## config.mk

```make
export PLATFORM = sky130hd
export DESIGN_NAME = led_alarm_driver
export DESIGN_NICKNAME = d
export VERILOG_FILES = /design/src/rtl/led_alarm_driver.sv
export SDC_FILE = /design/constraint.sdc
export NUM_CORES = 1
export LEC_CHECK = 0
export ABC_AREA = 1
export CAP_MARGIN = 15
export CORE_MARGIN = 8
export CORE_UTILIZATION = 37
export CTS_CLUSTER_DIAMETER = 120
export DETAILED_ROUTE_END_ITERATION = 8
export GPL_TIMING_DRIVEN = 0
export PLACE_DENSITY = 0.77
export SLEW_MARGIN = 15
export SYNTH_ARGS = -nofsm -noshare
export SYNTH_HDL_FRONTEND = slang
export SYNTH_SLANG_ARGS = --single-unit
```

## constraint.sdc

```tcl
create_clock -name clk -period 3.2 [get_ports clk]
set_input_delay 0.8 -clock clk [delete_from_list [all_inputs] [get_ports clk]]
set_output_delay 0.8 -clock clk [all_outputs]
set_load 0.1 [all_outputs]
```

## src/rtl/led_alarm_driver.sv

```systemverilog
// LED output stage for the self-destruct countdown: maps the saturated count onto
// four board LEDs (dark / binary / blinking / solid) and latches the terminal state.
module led_alarm_driver #(
    parameter int unsigned TERMINAL   = 10,
    parameter int unsigned CRIT_LEVEL = 7,
    parameter int unsigned BLINK_DIV  = 1,
    parameter int unsigned HOLD_TICKS = 3
) (
    input  logic       clk,
    input  logic       reset,
    input  logic       tick_en,
    input  logic [3:0] cnt_in,
    input  logic       clear,
    output logic [3:0] leds,
    output logic       dead,
    output logic [1:0] state_o
);

    localparam int unsigned BcW = (BLINK_DIV > 1) ? $clog2(BLINK_DIV) : 1;
    localparam int unsigned HcW = $clog2(HOLD_TICKS + 1);

    localparam logic [3:0]     TermCount = 4'(TERMINAL);
    localparam logic [3:0]     CritCount = 4'(CRIT_LEVEL);
    localparam logic [BcW-1:0] BlinkLast = BcW'(BLINK_DIV - 1);
    localparam logic [HcW-1:0] HoldMax   = HcW'(HOLD_TICKS);

    typedef enum logic [1:0] {
        StIdle  = 2'd0,
        StArmed = 2'd1,
        StCrit  = 2'd2,
        StDead  = 2'd3
    } state_e;

    state_e         state_q, state_d;
    logic [3:0]     eff_cnt;
    logic           release_ok;
    logic           blink_phase_q, blink_phase_d;
    logic [BcW-1:0] blink_cnt_q, blink_cnt_d;
    logic [HcW-1:0] hold_cnt_q, hold_cnt_d;
    logic [3:0]     leds_d;

    // Saturate rather than wrap: anything past TERMINAL is terminal.
    always_comb begin
        eff_cnt = (cnt_in > TermCount) ? TermCount : cnt_in;
    end

    // Exit from DEAD uses the registered hold count, so a clear arriving on the
    // same edge the hold completes is not honoured.
    always_comb begin
        release_ok = (state_q == StDead) && (hold_cnt_q == HoldMax) && clear &&
                     (eff_cnt == 4'd0);
    end

    always_comb begin
        state_d = StIdle;
        if (state_q == StDead && !release_ok) begin
            state_d = StDead;
        end else if (state_q == StDead) begin
            state_d = StIdle;
        end else if (eff_cnt == TermCount) begin
            state_d = StDead;
        end else if (eff_cnt >= CritCount) begin
            state_d = StCrit;
        end else if (eff_cnt != 4'd0) begin
            state_d = StArmed;
        end else begin
            state_d = StIdle;
        end
    end

    always_comb begin
        blink_phase_d = blink_phase_q;
        blink_cnt_d   = blink_cnt_q;
        if (state_d == StCrit) begin
            if (state_q != StCrit) begin
                blink_phase_d = 1'b1;
                blink_cnt_d   = '0;
            end else if (tick_en) begin
                if (blink_cnt_q == BlinkLast) begin
                    blink_phase_d = ~blink_phase_q;
                    blink_cnt_d   = '0;
                end else begin
                    blink_cnt_d = blink_cnt_q + 1'b1;
                end
            end
        end
    end

    always_comb begin
        hold_cnt_d = hold_cnt_q;
        if (state_d == StDead) begin
            if (state_q != StDead) begin
                hold_cnt_d = '0;
            end else if (tick_en && hold_cnt_q != HoldMax) begin
                hold_cnt_d = hold_cnt_q + 1'b1;
            end
        end
    end

    // LED pattern follows the next state so it lands on the same edge as state_o.
    always_comb begin
        leds_d = 4'h0;
        unique case (state_d)
            StIdle:  leds_d = 4'h0;
            StArmed: leds_d = eff_cnt;
            StCrit:  leds_d = blink_phase_d ? 4'hF : 4'h0;
            StDead:  leds_d = 4'hF;
            default: leds_d = 4'h0;
        endcase
    end

    always_ff @(posedge clk or posedge reset) begin
        if (reset) begin
            state_q       <= StIdle;
            blink_phase_q <= 1'b1;
            blink_cnt_q   <= '0;
            hold_cnt_q    <= '0;
            leds          <= 4'h0;
            dead          <= 1'b0;
        end else begin
            state_q       <= state_d;
            blink_phase_q <= blink_phase_d;
            blink_cnt_q   <= blink_cnt_d;
            hold_cnt_q    <= hold_cnt_d;
            leds          <= leds_d;
            dead          <= (state_d == StDead);
        end
    end

    assign state_o = state_q;

endmodule

```

==> impl_metrics.tcl <==
set metrics [dict create \
    max_cap_violations 0 \
    placement_rows 13 \
    portBuffers 14 \
    postRouteWirelength_mm 1.13 \
    hold_start "hold_cnt_q[1]$_DFFE_PP0P_" \
    route.layer.met1.wl_um 483 \
    via_count_of_the_first_global_routing_pass 457 \
    endpoints_failing_hold 0 \
    timing.final.crit_share 0.814 \
    fin_setup_tns_ps 0 \
    worst_hold_path.endpoint "hold_cnt_q[1]$_DFFE_PP0P_" \
    drv_slew 0 \
    detailed_place_hpwl_um 904 \
    final_common_cell "clkdlybuf4s50_1" \
    rsz0062_at_grt "no" \
    number_of_nets_still_failing_antenna_checks_after_routing 0 \
    final-instance-count-excl-fill 96 \
    worst_r2r_endpoint "hold_cnt_q[0]$_DFFE_PP0P_" \
    die_h_um 53.3 \
    io-pin-count 15 \
    timing.hold.worst.class "reg2reg" \
    tightest_slew_ps 972 \
    number_of_antenna_violations_at_the_first_check_in_global_routing 0 \
    synth_seq_area_share 0.488 \
    cts_made_buffers 3 \
    timing.critical_path.max_delay_family "buffers and inverters" \
    h-tree-depth 1 \
    rr_startpoint "hold_cnt_q[0]$_DFFE_PP0P_" \
    worstSetupEndpointType "output port" \
    syn2layout_area_growth_pct 37.9 \
    clock_tree.root_cell "clkbuf_4" \
    grt_overflow_total 0 \
    postSynthAreaPerCell_sq_um 8.18 \
    routed.top_layer "met3" \
    pin_count_of_the_biggest_net_entering_global_routing 11 \
    synth.yosys.warnings 0 \
    layout_common_cells "14 x clkdlybuf4s50_1, 13 x nand2_1, 12 x inv_1" \
    crit_path_top_delay_cell "clkdlybuf4s50_1" \
    clk_pin_slew_worst_paths_ps 70 \
    fin_worst_skew_ps 0.732 \
    first_pass_grt_wire_length_mm 1.95 \
    synth.distinct_cells 15 \
    drt_first_pass_iters 5 \
    cp-start-kind "register" \
    core_area_sq_mm 0.00130 \
    fin_nets 91 \
    worstPathRequired_ps 2400 \
    placement.setup.worst_slack_ps 876 \
    post-route-min-period_ps 2600 \
    setup_fix_bufs_post_cts 0 \
    reg2reg_setup_slack_ps 1880 \
    post_drt_via_cell_ratio 4.92 \
    clock_latency_ps 260 \
    path_cells "clkdlybuf4s50_1" \
    arrival_time_worst_endpoint_ps 1800 \
    drt_iter0_drc 9 \
    critPathMaxStageDelay_ps 1150 \
    critical_path_buf_inv_count 1 \
    final_layout_size_suffix_gt1_frac 0.173 \
    tritoncts_clock_tree "built" \
    yosys_register_bits 10 \
    timing.slew.headroom 0.350 \
    whs_path_depth 2 \
    synth_fp_nets 72 \
    setup_ws_ps 596 \
    met3_wirelength_um 45 \
    timing.reg2reg.worst_path_depth 9 \
    critical_path_class "reg2out" \
    cts_buffer_depth 2 \
    worstPathMaxFanout 3 \
    floorplan.initialDensity 0.396 \
    grt.total_usage 0.0929 \
    antennaDiodeCount 0 \
    report.final.setup_viol 0 \
    numPlacedInstances 92 \
    route.vias.total 472 \
    wl_per_cell_um 11.8 \
    gp_routability_congestion 0.832 \
    dieArea_sq_mm 0.00284 \
    fillers 135 \
    wl_met2_um 601 \
    post_cts_resized 0 \
    post_synthesis_cell_count 63 \
    clock-sinks 10 \
    post_synth_instance_area_sq_um 515 \
    ctsHoldBuffers 0 \
    result_of_the_run "completed" \
    remaining_drc_errors 0 \
    die-width_um 53.3 \
    fmaxAchievable_mhz 384 \
]
sequential cells by signal (all words and copies together) (netlist names):
signal	count
blink_phase_q	1
dead	1
hold_cnt_q	2
leds	4
state_o	2
area by class of cell:
cell class	instances	area, sq um	share of cell area
multi-input cells	41	219	0.308
repair buffers	14	140	0.197
clock buffers	4	36.3	0.0511
well taps	15	18.8	0.0264
inverters	12	45.0	0.0634
flip-flops and latches	10	251	0.354
synth_stat cells:
master	count	area, sq um
dfstp_2	1	26.3
nand2_4	1	11.3
dfrtp_1	9	225
inv_1	12	45.0
a21oi_1	2	10.0
o21ai_0	3	15.0
nand2_1	13	48.8
nand2_2	5	31.3
nor2_2	2	12.5
nand3_2	1	10.0
ha_1	1	12.5
or2_0	1	6.26
nand3_1	7	35.0
nor2_1	2	7.51
nand4_1	3	18.8
how the worst max path moves through the flow:
stage | from | to | slack [ps] | cells after the start
4_1_cts | state_o[1]$_DFF_PP0_ | state_o[1] | 570 | 1
3_5_place_dp | state_o[1]$_DFF_PP0_ | state_o[1] | 880 | 1
3_3_place_gp | state_o[1]$_DFF_PP0_ | state_o[1] | 870 | 1
5_1_grt | state_o[1]$_DFF_PP0_ | state_o[1] | 550 | 1
6_report | state_o[1]$_DFF_PP0_ | state_o[1] | 600 | 1
2_1_floorplan | state_o[1]$_DFF_PP0_ | state_o[1] | 1470 | 0
metrics by stage:
| stage | instance area (sq um) | utilization | hold slack (ps) |
|---|---|---|---|
| after floorplan | 515 | - | 446 |
| after global placement | 674 | 0.518 | 461 |
| after detailed placement | 674 | 0.518 | 481 |
| after CTS | 711 | 0.546 | 496 |
| after global routing | 711 | 0.546 | 524 |
| final | 711 | 0.546 | 487 |
metal layers:
metal,GRT usage,vias to the layer above
met1,0.0916,223
met5,0,-
met3,0.0504,0
met4,0.0126,0
met2,0.170,11
li1,-,238
cell families (layout without fill, tap and decap cells):
logic type,after synthesis,in the layout,synth area share
buf+inv,12,30,0.0874
compound gates,5,5,0.0485
flops,10,10,0.488
fa+ha+maj,1,1,0.0243
simple gates,35,35,0.352
Power is left out: the tool's default activity adds up to more than one toggle a clock period on the data nets, which glitch-free logic cannot reach.
